File: config.mk
export PLATFORM = sky130hd
export DESIGN_NAME = led_fader
export DESIGN_NICKNAME = d
export VERILOG_FILES = /design/src/rtl/led_fader.sv
export SDC_FILE = /design/constraint.sdc
export NUM_CORES = 1
export LEC_CHECK = 0
export ABC_AREA = 1
export CAP_MARGIN = 20
export CORE_UTILIZATION = 52
export DETAILED_ROUTE_END_ITERATION = 6
export PLACE_DENSITY = 0.74
export SYNTH_ARGS = -nofsm -noshare
export SYNTH_HDL_FRONTEND = slang
export SYNTH_SLANG_ARGS = --single-unit
File: constraint.sdc
create_clock -name clk -period 1.3 [get_ports clk]
set_input_delay 0.26 -clock clk [delete_from_list [all_inputs] [get_ports clk]]
set_output_delay 0.26 -clock clk [all_outputs]
set_load 0.005 [all_outputs]
File: src/rtl/led_fader.sv
// rtl/led_fader.sv - fading LED chase: step-driven brightness FSM feeding a shadowed PWM on D1-D5
module led_fader #(
  parameter int PWM_BITS  = 8,
  parameter int FADE_STEP = 16
) (
  input  logic clk,
  input  logic rst,
  input  logic step_in,
  input  logic hold,
  output logic D1,
  output logic D2,
  output logic D3,
  output logic D4,
  output logic D5
);

  localparam logic [PWM_BITS-1:0] MAX  = '1;
  localparam logic [PWM_BITS:0]   STEP = (PWM_BITS+1)'(FADE_STEP);

  typedef enum logic {RISE, FALL} state_t;

  state_t              state, state_nx;
  logic [PWM_BITS-1:0] bright, bright_nx;
  logic [2:0]          idx, idx_nx;
  logic                step_prev;
  logic                step_edge;
  logic                step_take;
  logic [PWM_BITS:0]   sum;

  logic [PWM_BITS-1:0] pwm_cnt;
  logic [PWM_BITS-1:0] duty_sh;
  logic [2:0]          idx_sh;
  logic [4:0]          d_q, d_nx;

  assign step_edge = step_in & ~step_prev;
  assign step_take = step_edge & ~hold;
  // One extra bit so the add can be saturated instead of wrapping
  assign sum = {1'b0, bright} + STEP;

  always_ff @(posedge clk) begin
    if (rst) begin
      state     <= RISE;
      bright    <= '0;
      idx       <= '0;
      step_prev <= 1'b1;
    end else begin
      state     <= state_nx;
      bright    <= bright_nx;
      idx       <= idx_nx;
      step_prev <= step_in;
    end
  end

  always_comb begin
    state_nx  = state;
    bright_nx = bright;
    idx_nx    = idx;
    if (step_take) begin
      case (state)
        RISE: begin
          if (sum >= {1'b0, MAX}) begin
            bright_nx = MAX;
            state_nx  = FALL;
          end else begin
            bright_nx = sum[PWM_BITS-1:0];
          end
        end
        FALL: begin
          // Underflow is decided before truncation; reaching zero hands over to the next LED
          if ({1'b0, bright} <= STEP) begin
            bright_nx = '0;
            idx_nx    = (idx == 3'd4) ? 3'd0 : idx + 3'd1;
            state_nx  = RISE;
          end else begin
            bright_nx = bright - STEP[PWM_BITS-1:0];
          end
        end
        default: state_nx = RISE;
      endcase
    end
  end

  always_comb begin
    d_nx = '0;
    for (int k = 0; k < 5; k++) begin
      d_nx[k] = (idx_sh == 3'(k)) && (pwm_cnt < duty_sh);
    end
  end

  // Shadows reload only at the period boundary so every PWM period is whole
  always_ff @(posedge clk) begin
    if (rst) begin
      pwm_cnt <= '0;
      duty_sh <= '0;
      idx_sh  <= '0;
      d_q     <= '0;
    end else begin
      pwm_cnt <= pwm_cnt + PWM_BITS'(1);
      if (pwm_cnt == MAX) begin
        duty_sh <= bright;
        idx_sh  <= idx;
      end
      d_q <= d_nx;
    end
  end

  assign D1 = d_q[0];
  assign D2 = d_q[1];
  assign D3 = d_q[2];
  assign D4 = d_q[3];
  assign D5 = d_q[4];

endmodule

After elaboration in Yosys (flattened, before gate mapping)
Cells that the tools add are included.

operators by class
  order comparisons = 3
  equal/unequal tests = 6
  mux-type cells = 7
  add/subtract/negate cells = 4
  bitwise operators = 5
  reductions and logical operators = 7

operators by type and width
  cell                                                                   count
  8-bit two-way mux                                                      2
  8-bit one-hot mux with 2 select lines                                  1
  8-bit by 5-bit adder with 9-bit output, second input constant          1
  9-bit by 8-bit >= comparator with 1-bit output, second input constant  1
  8-bit by 1-bit adder with 8-bit output, second input constant          1
  8-bit == test, second input constant                                   1
  8-bit by 5-bit <= comparator with 1-bit output, second input constant  1
  8-bit less-than comparator                                             1
  8-bit by 5-bit subtractor with 8-bit output, second input constant     1
  3-bit by 2-bit == test with 1-bit output, second input constant        2
  3-bit == test, second input constant                                   2
  1-bit logical AND                                                      5
  3-bit by 1-bit adder with 3-bit output, second input constant          1
  3-bit by 1-bit == test with 1-bit output, second input constant        1
  3-bit zero test                                                        1
  3-bit two-way mux                                                      1
  1-bit inverter                                                         3
  3-bit AND reduction                                                    1
  1-bit AND                                                              2
  1-bit two-way mux                                                      2
  1-bit one-hot mux with 2 select lines                                  1

storage, ports and cells
  bits in registers = 37

Longest topological paths before layout
Gate-level depths: netlist (run 1).

  depth in word-level cells = 4
  gate-level depth with buffers = 10

Worst setup path after synthesis (run 1)
OpenSTA, ideal clock, no wires.

  path type = reg-to-reg
  start = register bright[4]
  end = register bright[6]
  path buffers = 0
  slack = -0.120 ns
  cell stages (with the launch flop) = 11
  required time = 1.183 ns
  data arrival time = 1.303 ns
  cells stage by stage = dfxtp_1 -> inv_1 -> ha_1 -> nand2_1 -> nand2_1 -> nand3_1 -> nand2_1 -> nand2_1 -> nand2_1 -> nor2_1 -> nor2_1

on the way
  longest elaborated chain between the ends = 4
  elaborated cells on any way between the ends = 7

RTL lines
  element                                         line  source
  start, declared                                 23    logic [PWM_BITS-1:0] bright, bright_nx;
  start signal, assigned                          48    bright <= bright_nx;
  8-bit by 5-bit adder with 9-bit output          38    assign sum = {1'b0, bright} + STEP;
  9-bit by 8-bit >= comparator with 1-bit output  61    if (sum >= {1'b0, MAX}) begin
  8-bit two-way mux                               61
  8-bit one-hot mux with 2 select lines (*)       59    case (state)

Mark *: on every way between the ends. The rest lies on a longest branch, timed or not.
A chain may end at the register's enable or synchronous reset.

Final worst setup path (run 1)
Same ends and word-level chain as after synthesis.

==> metrics.md, run 1 <==
| Metric | Value |
|---|---|
| Most frequent cells in the layout | nand2_1, buf_4, inv_1 |
| Crit-path max FO | 4 |
| Antenna violations before repair | 0 |
| Worst setup path start | bright[4] |
| Drt pass-1 iters | 7 |
| HP Class | reg2reg |
| DR vias/cell | 5.48 |
| Synthesized instance count | 213 |
| Max-slew violations | 0 |
| Rel. slew slack | 77.7% |
| Outcome | complete, but fails checks |
| NetSw | 0.000513 W |
| Vias in the first global route | 1569 |
| Total gr overflow | 0 |
| Core region area | 2810 um2 |
| Leakage | 1.02 nW |
| Row cnt | 19 |
| Inst Count DP | 274 |
| Register area | 636 um2 |
| Slew @ Worst Pin | 331 ps |
| Sequential fraction of the synthesis area | 39.3% |
| Setup TNS | -568 ps |
| CTS tree | built |
| Sw Share | 25.0% |
| Tmin final | 1420 ps |
| R2r startpoint | bright[4] |
| Hold-fix buffers at CTS | 0 |
| Reg2reg path depth | 7 |
| Worst EP required | 1580 ps |
| Synth warn | 0 |
| Total CTS buffers | 5 |
| Slowest stage delay, CP | 390 ps |
| Failing checks | design-rule violations, negative setup slack |
| IO Count | 9 |
| Synth cell types | 25 |
| Combinational power share | 12.3% |
| Power per cell area | 882 nW/um2 |
| Crit path capture | bright[6] |
| Post-Route WL | 4290 um |
| Synthesized flop and latch total | 31 |
| Area of the die | 3260 um2 |
| Hold slack | 494 ps |
| CTS max path bufs | 2 |
| Fill cells | 168 |
| RSZ-0062 raised after global routing | true |
| Hpwl dp | 2670 um |
| Fin crit share | 109% |
| Worst path arrival time | 1700 ps |
| CP Cell Sequence | buf_4, ha_2, nand3_2, nand3_2, o21ai_0, nor2_2, nor2_1 |
| Crit-path slowest cell | dfxtp_4 |
| Critical path startpoint category | flip-flop |
| Cell Area, Synth | 1580 um2 |
| Largest net degree at the start of global routing | 12 |
| Max VDD drop | 859 uV |
| R2R Setup Slk | -120 ps |
| # Max-Cap Violations | 0 |
| First-pass GRT wire length | 6690 um |
| WS Path Type | reg2reg |
| Clk pin slew, worst setup/hold paths | 110 ps |
| Antenna Violating Nets Remaining | 0 |
| Clk_skew | 9.18 ps |
| Drc violations | 2 |
| Initial drt markers | 60 |
| CTS HTree Levels | 2 |
| Via count | 1584 |
| Setup crit end kind | flip-flop |
| Clock Power Share | 39.6% |
| Die W | 57.1 um |
| Finished Layout Cells | 289 |
| Wire per inst | 14.9 um |
| Worst Slack Setup Final | -122 ps |
| Fin util | 82.7% |
| Reg-to-reg endpoint | bright[6] |
| GPL Wtd Cong | 0.930 |
| Commonest non-fill, non-tap cell in the layout | nand2_1 |
| Height of the die | 57.1 um |
| Worst skew pair latency | 340 ps |
| Final nets | 275 |
| Final setup viols | 16 |
| Final Hold Viols | 0 |
| All-Layer GR Usage | 27.2% |
| Area Growth Syn to Fin | 47.1% |
| Area of the multi-input gates | 1110 um2 |
| Max Clock Freq | 703 MHz |
| Internal power | 0.00154 W |
| Avg Inst Size Synth | 7.41 um2 |
| Port Buffers | 8 |
| Ratio of cells with drive above 1 in the final layout | 42.2% |
| Clk root buf | clkbuf_4 |
| Clock Sinks | 31 |
| Worst path most repeated cell | nand3_2 |
| Syn Nets | 231 |
| Sequential share of power | 48.2% |
| Antenna cells | 0 |
| Initial Utilization | 56.2% |
area by class of cell:
type,instances,area share (%)
inverters,31,5.23
flip-flops and latches,31,27.4
well taps,31,1.67
multi-input cells,148,47.7
clock buffers,6,2.21
repair buffers,40,14.3
clock inverters,2,1.51
cells in the mapped netlist (all sizes together):
library cell  instances  area [um2]
buf                   2        12.5
a21oi                19        95.1
xor2                  2        17.5
ha                   14         175
or2                   1        6.26
o31a                  1        8.76
nor3                  4        31.3
o21ai                14        70.1
dfxtp                31         621
inv                  31         116
nand3                18        95.1
nand2                42         168
nor2                 28         123
xnor2                 1        8.76
clkbuf                1        3.75
a22oi                 1        7.51
o22ai                 1        6.26
nand4                 2        12.5
critical path, delay by kind of cell, from the launching register on:
family                     cells  cell delay (ps)
DFF                            1              390
and+or+nand+nor                4              340
buffers and inverters          1              140
AOI/OAI and AO/OA              1              320
adders and majority gates      1              170
power groups by stage:
stage	Clock (W)	Combinational [W]	Sequential (W)
after CTS	0.000816	0.000210	0.000984
after global routing	0.000858	0.000276	0.000989
after floorplan	0	0.0000986	0.00100
after detailed placement	0	0.000179	0.00100
final	0.000811	0.000251	0.000987
after global placement	0	0.000173	0.00100
flip-flops by register name, summed over array words and instances (netlist names):
register	cells
pwm_cnt	8
bright	5
d_q	5
duty_sh	5
idx	3
idx_sh	3
state	1
step_prev	1
how the worst min path moves through the flow:
stage | slack [ps] | cells after the start | end | start
2_1_floorplan | 330 | 1 | pwm_cnt[0] | rst
3_3_place_gp | 450 | 2 | duty_sh[7] | duty_sh[7]
3_5_place_dp | 460 | 2 | duty_sh[7] | duty_sh[7]
4_1_cts | 480 | 2 | d_q[4] | idx_sh[2]
5_1_grt | 510 | 2 | duty_sh[6] | duty_sh[6]
6_report | 490 | 2 | duty_sh[6] | duty_sh[6]
timing repair:
action | 4_1_cts | 5_1_grt
pin swaps | 22 | 22
setup endpoints to repair | 24 | 24
setup buffers | 4 | 3
gates resized for setup | 47 | 46
gates cloned | 0 | 0
per-layer routing:
| metal | global-route usage [%] | routed length, um |
|---|---|---|
| met1 | 29.8 | 1760 |
| met2 | 49.7 | 2310 |
| met5 | 0 | 0 |
| met4 | 10.8 | 61 |
| met3 | 7.03 | 161 |
per-stage QoR:
stage,area [um2],power [W],setup slack [ps]
final,2320,0.00205,-122
after global routing,2320,0.00212,-143
after CTS,2120,0.00201,-72.6
after detailed placement,1870,0.00118,-204
after global placement,1870,0.00118,-192
after floorplan,1580,0.00110,-10.6
cell families after synthesis:
| kind of cell | share of synthesized area [%] |
|---|---|
| simple gates | 27.6 |
| buf+inv | 8.41 |
| compound gates | 11.9 |
| flops | 39.3 |
| xor+xnor | 1.67 |
| fa+ha+maj | 11.1 |
Note: power is estimated with default switching activity, not from simulation.
==> run 2: changes to the inputs <==
--- a/config.mk
+++ b/config.mk
@@ -9,6 +9,7 @@
 export CAP_MARGIN = 20
 export CORE_UTILIZATION = 52
 export DETAILED_ROUTE_END_ITERATION = 6
+export MAX_ROUTING_LAYER = met4
 export PLACE_DENSITY = 0.74
 export SYNTH_ARGS = -nofsm -noshare
 export SYNTH_HDL_FRONTEND = slang
==> metrics.md, run 2 (synthesis results as in run 1) <==
| Metric | Value |
|---|---|
| Outcome | complete, but fails checks (unchanged) |
| Failing checks | design-rule violations, negative setup slack (unchanged) |
| Area of the die | 3260 um2 (unchanged) |
| Worst Slack Setup Final | -155 ps (was -122 ps) |
| Largest reg by FF count | pwm_cnt (unchanged) |
| Hold Path Cell Cnt | 2 (unchanged) |
| Row cnt | 19 (unchanged) |
| Finished Layout Cells | 299 (was 289) |
| Critical path startpoint category | flip-flop (unchanged) |
| All-Layer GR Usage | 28.7% (was 27.2%) |
| Antenna cells | 0 (unchanged) |
| Clk pin slew, worst setup/hold paths | 110 ps (about the same) |
| Wire per inst | 18.1 um (was 14.9 um) |
| Initial drt markers | 128 (was 60) |
| Core region area | 2810 um2 (unchanged) |
| Crit-path slowest cell | dfxtp_2 (was dfxtp_4) |
| Final Hold Viols | 0 (unchanged) |
| # Max-Cap Violations | 0 (unchanged) |
| Commonest non-fill, non-tap cell in the layout | buf_4 (was nand2_1) |
| Max Clock Freq | 687 MHz (was 703 MHz) |
| RSZ-0062 raised after global routing | true (unchanged) |
| Total CTS buffers | 5 (unchanged) |
| Rel. slew slack | 82.1% (was 77.7%) |
| Tmin final | 1460 ps (was 1420 ps) |
| Design Power | 0.00208 W (was 0.00205 W) |
| Clk_skew | 11.7 ps (was 9.18 ps) |
| Antenna Violating Nets Remaining | 0 (unchanged) |
| Fill cells | 148 (was 168) |
| Largest net degree at the start of global routing | 11 (was 12) |
| Ratio of cells with drive above 1 in the final layout | 45.1% (was 42.2%) |
| Dpl ws | -272 ps (was -204 ps) |
| DR vias/cell | 5.93 (was 5.48) |
| CP Cell Sequence | ha_4, nand3_4, nor2_4, buf_6, nand2_4, nor2_4, nand2_4, a21oi_2 (was buf_4, ha_2, nand3_2, nand3_2, o21ai_0, nor2_2, nor2_1) |
| Most frequent cells in the layout | buf_4, nand2_1, inv_1 (was nand2_1, buf_4, inv_1) |
| CTS HTree Levels | 2 (unchanged) |
| Clock Sinks | 31 (unchanged) |
| Hpwl dp | 2830 um (was 2670 um) |
| Fin crit share | 112% (was 109%) |
| Height of the die | 57.1 um (unchanged) |
| Antenna violations before repair | 0 (unchanged) |
| WS Path Type | reg2reg (unchanged) |
| Hold slack | 490 ps (was 494 ps) |
| Clk root buf | clkbuf_4 (unchanged) |
| GPL Wtd Cong | 0.884 (was 0.930) |
| Drt pass-1 iters | 7 (unchanged) |
| Initial Utilization | 56.2% (unchanged) |
| Max-slew violations | 0 (unchanged) |
| Die W | 57.1 um (unchanged) |
| CTS max path bufs | 2 (unchanged) |
| Drc violations | 2 (unchanged) |
| Setup crit end kind | flip-flop (unchanged) |
| Inst Count DP | 277 (was 274) |
| Reg2reg path depth | 8 (was 7) |
| Final setup viols | 23 (was 16) |
| Total gr overflow | 0 (unchanged) |
| Area Growth Syn to Fin | 52.3% (was 47.1%) |
| First-pass GRT wire length | 6790 um (was 6690 um) |
| Vias in the first global route | 1559 (was 1569) |
| Power per cell area | 867 nW/um2 (was 882 nW/um2) |
| HP Class | reg2reg (unchanged) |
| Worst skew pair latency | 350 ps (was 340 ps) |
| Post-Route WL | 5410 um (was 4290 um) |
| Slew @ Worst Pin | 268 ps (was 331 ps) |
| Leakage | 1.09 nW (was 1.02 nW) |
| Via count | 1773 (was 1584) |
| Max VDD drop | 1020 uV (was 859 uV) |
| Max FFs per register | 8 (unchanged) |
| Crit-path max FO | 7 (was 4) |
| Worst path arrival time | 1740 ps (was 1700 ps) |
| Final nets | 285 (was 275) |
| IO Count | 9 (unchanged) |
| Worst EP required | 1590 ps (was 1580 ps) |
| Port Buffers | 8 (unchanged) |
| CTS tree | built (unchanged) |
| Slowest stage delay, CP | 370 ps (was 390 ps) |
-- run 2: cell types whose count changed in the layout (fill, tap and decap cells not counted), sizes merged --
cell,delta
buf,+10
-- run 2: final timing paths --
check                  start    endpoint  slack [ps]
hold / removal    duty_sh[6]  duty_sh[6]         490
setup / recovery  pwm_cnt[1]  duty_sh[5]        -160
hold reg to reg   duty_sh[6]  duty_sh[6]         490
setup reg to reg  pwm_cnt[1]  duty_sh[5]        -160
-- run 2: stage by stage --
stage               setup TNS (ps)  instance area [um2]  utilization (%)
floorplan                    -86.2                 1580                -
global placement             -1400                 1890             67.5
detailed placement           -2740                 1890             67.5
CTS                           -204                 2160             77.0
global route                 -3100                 2400             85.7
finish                       -1790                 2400             85.7
-- run 2: routing by layer --
metal  wire [um]  GRT usage [%]  vias up
li1            -              -      797
met1        1930           27.9      835
met2        2810           50.9       94
met3         296           6.80       47
met4         366           18.1        0
met5           0              -        -
-- run 2: what timing repair did --
action	CTS	global route
gates resized for setup	44	54
endpoints found under the setup margin	26	24
pin swaps	10	21
hold buffers	0	0
buffers inserted	7	7
-- run 2: where the power goes --
part           total, W  switching (W)  internal, W
Sequential     0.000988      0.0000236     0.000964
Combinational  0.000280       0.000152     0.000128
Clock          0.000816       0.000362     0.000454
-- run 2: worst max-delay path, delay by kind of cell, from the launching register on --
family          cells  cell delay, ps
simple gates        5             570
fa+ha+maj           1             160
compound gates      1             160
flops               1             370
buf+inv             1             130
-- run 2: final cells by class --
type                    instances  area, um2  area share, %
clock buffers                   6       51.3           2.13
multi-input cells             148       1110           46.1
repair buffers                 50        412           17.1
inverters                      31        121           5.05
well taps                      31       38.8           1.61
clock inverters                 2       35.0           1.46
flip-flops and latches         31        638           26.5
==> run 3: changes to the inputs <==
--- a/config.mk
+++ b/config.mk
@@ -7,10 +7,11 @@
 export LEC_CHECK = 0
 export ABC_AREA = 1
 export CAP_MARGIN = 20
-export CORE_UTILIZATION = 52
+export CORE_UTILIZATION = 62
 export DETAILED_ROUTE_END_ITERATION = 6
 export MAX_ROUTING_LAYER = met4
-export PLACE_DENSITY = 0.74
+export PLACE_DENSITY = 0.82
+export RECOVER_POWER = 50
 export SYNTH_ARGS = -nofsm -noshare
 export SYNTH_HDL_FRONTEND = slang
 export SYNTH_SLANG_ARGS = --single-unit
==> constraint.sdc (replaced) <==
create_clock -name clk -period 1.8 [get_ports clk]
set_input_delay 0.36 -clock clk [delete_from_list [all_inputs] [get_ports clk]]
set_output_delay 0.36 -clock clk [all_outputs]
set_load 0.005 [all_outputs]
==> metrics.md, run 3 (synthesis results as in run 1) <==
| Metric | Value |
|---|---|
| Finished Layout Cells | 258 (was 299) |
| Core region area | 2300 um2 (was 2810 um2) |
| First-pass GRT wire length | 5090 um (was 6790 um) |
| Area of the die | 2750 um2 (was 3260 um2) |
| Cell family with most CP delay | simple AND/OR/NAND/NOR gates (unchanged) |
| Antenna cells | 0 (unchanged) |
| Slew @ Worst Pin | 311 ps (was 268 ps) |
| WS Path Type | reg2reg (unchanged) |
| Outcome | completed (was complete, but fails checks) |
| # Post-CTS Setup Buffers | 0 (was 7) |
| Ratio of cells with drive above 1 in the final layout | 7.83% (was 45.1%) |
| Total CTS buffers | 5 (unchanged) |
| Sequential share of power | 51.4% (was 47.4%) |
| Crit-path slowest cell | dfxtp_1 (was dfxtp_2) |
| Clock Power Share | 41.3% (was 39.2%) |
| Final setup viols | 0 (was 23) |
| Max FFs per register | 8 (unchanged) |
| IO Count | 9 (unchanged) |
| Internal power | 0.00107 W (was 0.00155 W) |
| HP Class | reg2reg (unchanged) |
| Max Clock Freq | 626 MHz (was 687 MHz) |
| Buf/Inv on CP | 0 (was 1) |
| Fin crit share | 88.7% (was 112%) |
| Crit-path max FO | 8 (was 7) |
| Row cnt | 17 (was 19) |
| RSZ-0062 raised after global routing | false (was true) |
| Final Hold Viols | 0 (unchanged) |
| Max-slew violations | 0 (unchanged) |
| Antenna Violating Nets Remaining | 0 (unchanged) |
| Worst setup path start | pwm_cnt[0] (was pwm_cnt[1]) |
| Drc violations | 0 (was 2) |
| Post-CTS sizing | 0 (was 44) |
| Inst Count DP | 250 (was 277) |
| Clk_skew | 9.87 ps (was 11.7 ps) |
| Antenna violations before repair | 0 (unchanged) |
| All-Layer GR Usage | 26.9% (was 28.7%) |
| Leakage | 0.772 nW (was 1.09 nW) |
| Clock Sinks | 31 (unchanged) |
| Slowest stage delay, CP | 390 ps (was 370 ps) |
| Initial drt markers | 34 (was 128) |
| NetSw | 0.000313 W (was 0.000537 W) |
| Port Buffers | 8 (unchanged) |
| GPL Wtd Cong | 0.879 (was 0.884) |
| Height of the die | 52.4 um (was 57.1 um) |
| Power per cell area | 777 nW/um2 (was 867 nW/um2) |
| CP Cell Sequence | ha_1, nand3_2, nor2_2, nand4_1, o21ai_0, a21oi_1 (was ha_4, nand3_4, nor2_4, buf_6, nand2_4, nor2_4, nand2_4, a21oi_2) |
| Wire per inst | 11.6 um (was 18.1 um) |
| Largest net degree at the start of global routing | 23 (was 11) |
| Final nets | 247 (was 285) |
| Max VDD drop | 797 uV (was 1020 uV) |
| Largest reg by FF count | pwm_cnt (unchanged) |
| Initial Utilization | 68.7% (was 56.2%) |
| Worst EP required | 2020 ps (was 1590 ps) |
| Drt pass-1 iters | 4 (was 7) |
| Fill cells | 164 (was 148) |
| HP Start | duty_sh[7] (was duty_sh[6]) |
| Worst skew pair latency | 330 ps (was 350 ps) |
| Setup crit end kind | flip-flop (unchanged) |
| CTS tree | built (unchanged) |
| Sw Share | 22.7% (was 25.8%) |
| Setup TNS | 0 ps (was -1790 ps) |
| Post-Route WL | 2980 um (was 5410 um) |
| Total gr overflow | 0 (unchanged) |
| Hold-fix buffers at CTS | 0 (unchanged) |
| Most frequent cells in the layout | nand2_1, dfxtp_1, inv_1 (was buf_4, nand2_1, inv_1) |
| Worst path arrival time | 1820 ps (was 1740 ps) |
| Area Growth Syn to Fin | 12.6% (was 52.3%) |
| CTS HTree Levels | 2 (unchanged) |
| Tmin final | 1600 ps (was 1460 ps) |
| R2r startpoint | pwm_cnt[0] (was pwm_cnt[1]) |
| Critical path startpoint category | flip-flop (unchanged) |
| CTS max path bufs | 2 (unchanged) |
| Commonest non-fill, non-tap cell in the layout | nand2_1 (was buf_4) |
| Clk pin slew, worst setup/hold paths | 100 ps (was 110 ps) |
| Clk root buf | clkbuf_4 (unchanged) |
| Die W | 52.4 um (was 57.1 um) |
| Vias in the first global route | 1250 (was 1559) |
| Hpwl dp | 2320 um (was 2830 um) |
| Rel. slew slack | 79.3% (was 82.1%) |
| # Max-Cap Violations | 0 (unchanged) |
| DR vias/cell | 5.30 (was 5.93) |
| Combinational power share | 7.3% (was 13.4%) |
| Via count | 1367 (was 1773) |
-- run 3: tightest hold or removal path, stage by stage, from the launching register on --
cell	delay (ps)
dfxtp_1	310
inv_1	60
a21oi_1	60
-- run 3: final cells by class --
cell class | count | area (um2) | area share [%]
Timing Repair Buffer | 12 | 106 | 5.99
Sequential cell | 31 | 621 | 34.9
Tap cell | 28 | 35.0 | 1.97
Multi-Input combinational cell | 148 | 812 | 45.7
Inverter | 31 | 116 | 6.55
Clock buffer | 6 | 51.3 | 2.89
Clock inverter | 2 | 35.0 | 1.97
-- run 3: through the flow --
stage | util, % | hold WS, ps | power (W) | area, um2 | setup slack (ps)
floorplan | - | 427 | 0.000794 | 1580 | 380
detailed placement | 74.3 | 457 | 0.000828 | 1710 | 153
CTS | 78.1 | 477 | 0.00139 | 1790 | 191
global route | 77.3 | 503 | 0.00144 | 1780 | 29.9
global placement | 74.3 | 439 | 0.000823 | 1710 | 215
finish | 77.3 | 469 | 0.00138 | 1780 | 204
-- run 3: per-layer routing --
metal | routed length, um | up-vias | part of all wire, % | track usage (%)
met5 | 0 | - | 0 | -
met4 | 43 | 0 | 1.4 | 13.2
met3 | 116 | 8 | 3.9 | 9.28
met2 | 1490 | 26 | 50 | 45.8
met1 | 1330 | 617 | 45 | 27.5
li1 | - | 716 | - | -
-- run 3: power groups by stage --
stage / combinational, W / clock (W) / sequential (W)
2_1_floorplan: 0.0000711 / 0 / 0.000723
3_3_place_gp: 0.0000981 / 0 / 0.000725
3_5_place_dp: 0.000103 / 0 / 0.000725
4_1_cts: 0.000104 / 0.000576 / 0.000709
5_1_grt: 0.000117 / 0.000613 / 0.000712
6_report: 0.000101 / 0.000570 / 0.000709
-- run 3: final timing paths --
| path | endpoint | slack (ps) | depth (start not counted) |
|---|---|---|---|
| setup reg to reg | duty_sh[7] | 200 | 6 |
| setup / recovery | duty_sh[7] | 200 | 6 |
| hold reg to reg | duty_sh[7] | 470 | 2 |
| hold / removal | duty_sh[7] | 470 | 2 |
